**src/rtl/fpu_issue.sv**
```systemverilog
// FPU issue/writeback sequencer: resolves rounding mode, launches one op at a time
// to the execute unit and drains results through a 2-entry writeback buffer.
module fpu_issue #(
  parameter int unsigned OP_W        = 5,
  parameter int unsigned EXE_TIMEOUT = 256
) (
  input  logic            clock_i,
  input  logic            reset_i,
  input  logic            issue_valid_i,
  output logic            issue_ready_o,
  input  logic [OP_W-1:0] issue_op_i,
  input  logic [31:0]     issue_data1_i,
  input  logic [31:0]     issue_data2_i,
  input  logic [31:0]     issue_data3_i,
  input  logic [2:0]      issue_rm_i,
  input  logic            issue_fpuc_i,
  input  logic            issue_fpuf_i,
  input  logic            issue_fwren_i,
  input  logic            issue_wren_i,
  input  logic [4:0]      issue_waddr_i,
  input  logic [2:0]      frm_i,
  input  logic [4:0]      cur_fflags_i,
  output logic            exe_enable_o,
  output logic [OP_W-1:0] exe_op_o,
  output logic [31:0]     exe_data1_o,
  output logic [31:0]     exe_data2_o,
  output logic [31:0]     exe_data3_o,
  output logic [2:0]      exe_rm_o,
  input  logic            exe_ready_i,
  input  logic [31:0]     exe_result_i,
  input  logic [4:0]      exe_flags_i,
  output logic            fwb_wren_o,
  output logic            iwb_wren_o,
  output logic [4:0]      wb_waddr_o,
  output logic [31:0]     wb_wdata_o,
  input  logic            wb_ready_i,
  output logic            flags_valid_o,
  output logic [4:0]      flags_o,
  input  logic            kill_i,
  output logic            illegal_o,
  output logic            timeout_o,
  output logic            busy_o
);

  // state | meaning
  // IDLE  | waiting for an operation; accepts when the buffer has room
  // EXEC  | exe_enable pulse cycle; result may already be ready
  // WAIT  | waiting for exe_ready, guarded by the watchdog
  localparam logic [1:0] S_IDLE = 2'd0;
  localparam logic [1:0] S_EXEC = 2'd1;
  localparam logic [1:0] S_WAIT = 2'd2;

  localparam int unsigned         CNT_W    = $clog2(EXE_TIMEOUT);
  localparam logic [CNT_W-1:0]    CNT_LAST = CNT_W'(EXE_TIMEOUT - 1);

  typedef struct packed {
    logic        fwren;
    logic        wren;
    logic [4:0]  waddr;
    logic [31:0] data;
    logic [4:0]  flags;
    logic        fpuf;
  } wb_entry_t;

  logic [1:0]       state_q, state_d;
  logic [CNT_W-1:0] cnt_q, cnt_d;
  logic             illegal_q, illegal_d;
  logic             timeout_q, timeout_d;
  logic             run_q;

  logic [OP_W-1:0]  op_q;
  logic [31:0]      data1_q, data2_q, data3_q;
  logic [2:0]       rm_q;
  logic             fwren_q, wren_q, fpuf_q;
  logic [4:0]       waddr_q;

  wb_entry_t        buf_q [2];
  logic             rd_ptr_q, wr_ptr_q;
  logic [1:0]       count_q;

  logic             accept, load, push, pop, nonempty, rm_illegal;
  logic [2:0]       rm_res;
  wb_entry_t        head, push_entry;

  assign rm_res     = (issue_rm_i == 3'd7) ? frm_i : issue_rm_i;
  assign rm_illegal = issue_fpuc_i & (rm_res >= 3'd5);

  // run_q keeps issue_ready low while reset is held, since IDLE alone would raise it
  assign issue_ready_o = run_q & (state_q == S_IDLE) & (count_q != 2'd2) & ~kill_i;
  assign accept        = issue_valid_i & issue_ready_o;
  assign load          = accept & ~rm_illegal;

  always_comb begin
    state_d   = state_q;
    cnt_d     = cnt_q;
    illegal_d = 1'b0;
    timeout_d = 1'b0;
    push      = 1'b0;
    case (state_q)
      S_IDLE: begin
        if (accept) begin
          if (rm_illegal) begin
            illegal_d = 1'b1;
          end else begin
            state_d = S_EXEC;
            cnt_d   = '0;
          end
        end
      end
      S_EXEC: begin
        cnt_d = cnt_q + CNT_W'(1);
        if (kill_i) begin
          state_d = S_IDLE;
        end else if (exe_ready_i) begin
          push    = 1'b1;
          state_d = S_IDLE;
        end else begin
          state_d = S_WAIT;
        end
      end
      S_WAIT: begin
        cnt_d = cnt_q + CNT_W'(1);
        if (kill_i) begin
          state_d = S_IDLE;
        end else if (exe_ready_i) begin
          push    = 1'b1;
          state_d = S_IDLE;
        end else if (cnt_q == CNT_LAST) begin
          timeout_d = 1'b1;
          state_d   = S_IDLE;
        end
      end
      default: state_d = S_IDLE;
    endcase
  end

  always_ff @(posedge clock_i or negedge reset_i) begin
    if (!reset_i) begin
      state_q   <= S_IDLE;
      cnt_q     <= '0;
      illegal_q <= 1'b0;
      timeout_q <= 1'b0;
      run_q     <= 1'b0;
    end else begin
      state_q   <= state_d;
      cnt_q     <= cnt_d;
      illegal_q <= illegal_d;
      timeout_q <= timeout_d;
      run_q     <= 1'b1;
    end
  end

  always_ff @(posedge clock_i or negedge reset_i) begin
    if (!reset_i) begin
      op_q    <= '0;
      data1_q <= '0;
      data2_q <= '0;
      data3_q <= '0;
      rm_q    <= '0;
      fwren_q <= 1'b0;
      wren_q  <= 1'b0;
      fpuf_q  <= 1'b0;
      waddr_q <= '0;
    end else if (load) begin
      op_q    <= issue_op_i;
      data1_q <= issue_data1_i;
      data2_q <= issue_data2_i;
      data3_q <= issue_data3_i;
      rm_q    <= issue_fpuc_i ? rm_res : issue_rm_i;
      fwren_q <= issue_fwren_i;
      wren_q  <= issue_wren_i;
      fpuf_q  <= issue_fpuf_i;
      waddr_q <= issue_waddr_i;
    end
  end

  assign push_entry = '{fwren: fwren_q, wren: wren_q, waddr: waddr_q,
                        data: exe_result_i, flags: exe_flags_i, fpuf: fpuf_q};
  assign nonempty   = (count_q != 2'd0);
  assign head       = buf_q[rd_ptr_q];
  assign pop        = wb_ready_i & nonempty;

  always_ff @(posedge clock_i or negedge reset_i) begin
    if (!reset_i) begin
      buf_q[0] <= '0;
      buf_q[1] <= '0;
      rd_ptr_q <= 1'b0;
      wr_ptr_q <= 1'b0;
      count_q  <= 2'd0;
    end else begin
      if (push) begin
        buf_q[wr_ptr_q] <= push_entry;
        wr_ptr_q        <= ~wr_ptr_q;
      end
      if (pop) begin
        rd_ptr_q <= ~rd_ptr_q;
      end
      case ({push, pop})
        2'b10:   count_q <= count_q + 2'd1;
        2'b01:   count_q <= count_q - 2'd1;
        default: count_q <= count_q;
      endcase
    end
  end

  assign exe_enable_o  = (state_q == S_EXEC);
  assign exe_op_o      = op_q;
  assign exe_data1_o   = data1_q;
  assign exe_data2_o   = data2_q;
  assign exe_data3_o   = data3_q;
  assign exe_rm_o      = rm_q;

  assign fwb_wren_o    = head.fwren & nonempty;
  assign iwb_wren_o    = head.wren & nonempty;
  assign wb_waddr_o    = nonempty ? head.waddr : 5'd0;
  assign wb_wdata_o    = nonempty ? head.data : 32'd0;
  assign flags_valid_o = pop & head.fpuf;
  assign flags_o       = flags_valid_o ? (cur_fflags_i | head.flags) : 5'd0;

  assign illegal_o     = illegal_q;
  assign timeout_o     = timeout_q;
  assign busy_o        = (state_q != S_IDLE) | nonempty;

endmodule

```
**config.mk**
```make
export PLATFORM = sky130hd
export DESIGN_NAME = fpu_issue
export DESIGN_NICKNAME = d
export VERILOG_FILES = /design/src/rtl/fpu_issue.sv
export SDC_FILE = /design/constraint.sdc
export NUM_CORES = 1
export LEC_CHECK = 0
export BUFFER_PORTS_ARGS = -buffer_cell sky130_fd_sc_hd__buf_4
export CAP_MARGIN = 10
export CORE_ASPECT_RATIO = 1.5
export CORE_MARGIN = 1.5
export CORE_UTILIZATION = 30
export CTS_BUF_LIST = sky130_fd_sc_hd__clkbuf_16
export CTS_CLUSTER_DIAMETER = 30
export DETAILED_ROUTE_END_ITERATION = 10
export HOLD_SLACK_MARGIN = 0.15
export PLACE_DENSITY_LB_ADDON = 0.08
export SETUP_SLACK_MARGIN = 0.4
export SKIP_CTS_REPAIR_TIMING = 1
export SKIP_LAST_GASP = 1
export SLEW_MARGIN = 20
export SYNTH_ARGS = -nofsm -noshare
export SYNTH_HDL_FRONTEND = slang
export SYNTH_SLANG_ARGS = --single-unit
```
**constraint.sdc**
```tcl
create_clock -name clock_i -period 2.4 [get_ports clock_i]
set_input_delay 0.24 -clock clock_i [delete_from_list [all_inputs] [get_ports clock_i]]
set_output_delay 0.24 -clock clock_i [all_outputs]
set_load 0.01 [all_outputs]
```
==> impl_metrics.yaml <==
finish:
  final_design_area_no_fill_um2: 16000
  syn2layout_area_growth_pct: 72.6
  multiInputGateArea_um2: 3770
  drive_above_1_share_pct: 52.9
  final-seq-area_um2: 5480
  post-route-util_pct: 52.8
  finalNetCount: 1366
  fillers: 2677
clock_tree:
  clock_path_buffers: 3
  cts_inserted_buffers: 48
  path_clk_slew_ps: 50
  cts_htree_levels: 2
  cts_tree: "yes"
  ctsRootBufferMaster: "sky130_fd_sc_hd__clkbuf_16"
  cts.sink_count: 219
  clk-insertion-delay-late_ps: 540
status:
  outcome: "complete, no violations"
critical_path:
  crit-reg2reg-launch: "state_q[1]$_DFFE_PN0P_"
  cp.depth: 9
  cp_cell_sequence: "inv_2 -> ha_4 -> inv_2 -> or4_4 -> nor2_4 -> buf_12 -> buf_12 -> buf_12 -> mux2_2"
  critPathLaunch: "state_q[1]$_DFFE_PN0P_"
  timing.critical_path.arrival_ps: 2700
  critical_path_class: "reg2reg"
  worstSetupEndpointType: "flip-flop"
  cp_common_cell: "sky130_fd_sc_hd__buf_12"
  kind_of_cell_with_the_highest_combined_delay_on_the_critical_path: "simple AND/OR/NAND/NOR gates"
  worst-path-max-fanout: 8
  timing.reg2reg.setup_slack_ps: 110
  worstRegToRegCells: 9
  cp_data_required_time_ps: 2810
  cpMaxStageDelayCell: "sky130_fd_sc_hd__or4_4"
  crit_path_start_kind: "flip-flop"
  critical_path.endpoint: "exe_data3_o[25]$_DFFE_PN0P_"
  critPathMaxStageDelay_ps: 550
  regToRegEndpoint: "exe_data3_o[25]$_DFFE_PN0P_"
  critPathBufInv: 5
grt:
  vias_in_the_first_global_route: 7376
  grt_util_all_layers_pct: 16.2
  globalRouteOverflowTotal: 0
  grt_first_pass_wirelength_um: 40500
  initial_antenna_violation_count: 1
  grt_max_degree: 58
sta:
  timing_hold_violations_final: 0
  max_freq_mhz: 437
  slew_violations: 0
  final.setup.tns_ps: 0
  rsz_0062_raised_after_global_routing: "yes"
  clock_skew_ps: 18.5
  hold-worst-slack_ps: 175
  timing.final.crit_period_ps: 2290
  worst_pin_slew_ps: 579
  slew_headroom_pct: 60.9
  timing.final.crit_share_pct: 95.4
  setup-violations-final: 0
logic_synthesis:
  synth.ff_latch_count: 219
  syn-num-nets: 824
  netlist.area_leader.share_pct: 59.1
  postSynth.topFlopCell: "sky130_fd_sc_hd__dfrtp_1"
  yosysWarnings: 0
  mapped_cells: 654
  yosysMostFrequentCell: "sky130_fd_sc_hd__dfrtp_1"
  async_flop_share_pct: 100
  synth-seq-area-share_pct: 59.1
  post_synth_instance_area_um2: 9280
  ys_top_cells_by_count: "sky130_fd_sc_hd__dfrtp_1, sky130_fd_sc_hd__mux2_2, sky130_fd_sc_hd__nor2_1, sky130_fd_sc_hd__mux2_1, sky130_fd_sc_hd__mux2i_1"
  synth_enable_flop_cells: 0
  synth.distinct_cells: 48
  top_cell_type_by_total_area_after_synthesis: "sky130_fd_sc_hd__dfrtp_1"
  syn_avg_cell_area_um2: 14.2
  synth.top_cells.by_area: "sky130_fd_sc_hd__dfrtp_1, sky130_fd_sc_hd__mux2_2, sky130_fd_sc_hd__mux2_1"
routing:
  first_iter_violations: 118
  drt_pre_antenna_iters: 4
  detailroute.via_count: 7378
  detail_route.wl_per_cell_um: 16.7
  antenna_violating_nets_post_route: 0
  drt-vias-per-instance: 4.51
  drc: 0
  totalWireLength_um: 27300
place:
  place_congestion: 0.705
  buffer_ports.inserted: 317
  postPlaceCellArea_um2: 12400
  dp_hpwl_um: 18100
floorplanning:
  die_height_um: 218
  floorplan.initialDensity_pct: 30.6
  design.core.area_um2: 30400
  fp.dieArea_um2: 32000
  chipWidth_um: 147
  core.rowCount: 78
  num_io_pins: 318
pwr:
  total_power_w: 0.0214
  peakVddDrop_v: 0.000880
  powerDensity_nw_per_um2: 1340
  cellLeakagePower_nw: 7.56
hold_path:
  worstHoldPathType: "in2reg"
run:
  drv_cap: 0
## through the flow
| step | setup WS, ps | instances |
|---|---|---|
| floorplan | 245 | 654 |
| global placement | 108 | 1364 |
| detailed placement | 105 | 1364 |
| CTS | -16.0 | 1453 |
| global route | 16.8 | 1636 |
| finish | 110 | 1636 |
## area by class of cell
class,count,share of cell area (%)
antenna,1,0.0156
clock buffer,49,7.66
clock inverter,40,2.31
inverter,8,0.188
multi-input combinational,393,23.5
sequential,219,34.2
tap,400,3.13
timing repair buffer,526,28.9
## where the power goes
group	internal, W	switching (W)
logic	0.00489	0.00356
clock network	0.00433	0.00209
registers	0.00554	0.00102
## worst register-to-register path: cells and delay by family (launching register included)
kind          cells  cell delay [ps]
fa+ha+maj         1              140
mux               1              330
simple gates      2              760
flops             1              390
buf+inv           5              560
## routing by layer
layer  global-route usage (%)  up-vias  part of all wire [%]
li1                         -     3427                     -
met1                     16.6     3639                    36
met2                     30.2      261                    55
met3                     5.59       51                   6.5
met4                     5.96        0                   2.3
met5                        0        -                     0
## cells in the final DEF, fill, tap and decap left out, drive strengths merged, types with 2 or more instances in the layout
master	instances
a211o	2
nor2b	2
a31oi	2
nand2b	2
mux2	207
o211ai	2
o21ai	4
bufinv	6
dfrtp	219
nor2	51
nand3b	2
xnor2	4
nand2	18
mux2i	42
ha	6
a21oi	2
dlygate4sd3	156
nand4	3
inv	14
clkinvlp	6
and3	2
nor4	3
a221o	2
clkbuf	53
or4	2
buf	366
o31a	2
nand3	3
or2	2
o21a	5
nor3	7
clkinv	22
## flip-flops by register name (all words and copies together), names as in the netlist, 2 cells and up
signal and flops:
exe_data1_o 32, exe_op_o 5, count_q 2, cnt_q 8, buf_q 90, exe_rm_o 3, exe_data3_o 32, state_q 2
waddr_q 5, exe_data2_o 32
## worst min path at each step
stage	start	to	depth (start not counted)	slack [ps]
after floorplan	reset_i	buf_q[0]$_DFFE_PN0P_	0	-60
after global placement	reset_i	buf_q[2]$_DFFE_PN0P_	1	220
after detailed placement	reset_i	buf_q[2]$_DFFE_PN0P_	1	220
after CTS	reset_i	buf_q[2]$_DFFE_PN0P_	1	-350
after global routing	kill_i	state_q[1]$_DFFE_PN0P_	4	200
final	kill_i	state_q[1]$_DFFE_PN0P_	4	180
## cells by family after synthesis
| logic type | synth area share (%) |
|---|---|
| buffers and inverters | 2.27 |
| muxes | 29.7 |
| and+or+nand+nor | 5.04 |
| adders and majority gates | 0.809 |
| other | 0.0404 |
| xor gates and xnor gates | 0.472 |
| AOI/OAI and AO/OA | 2.62 |
| DFF | 59.1 |
(Power assumes the default switching activity.)
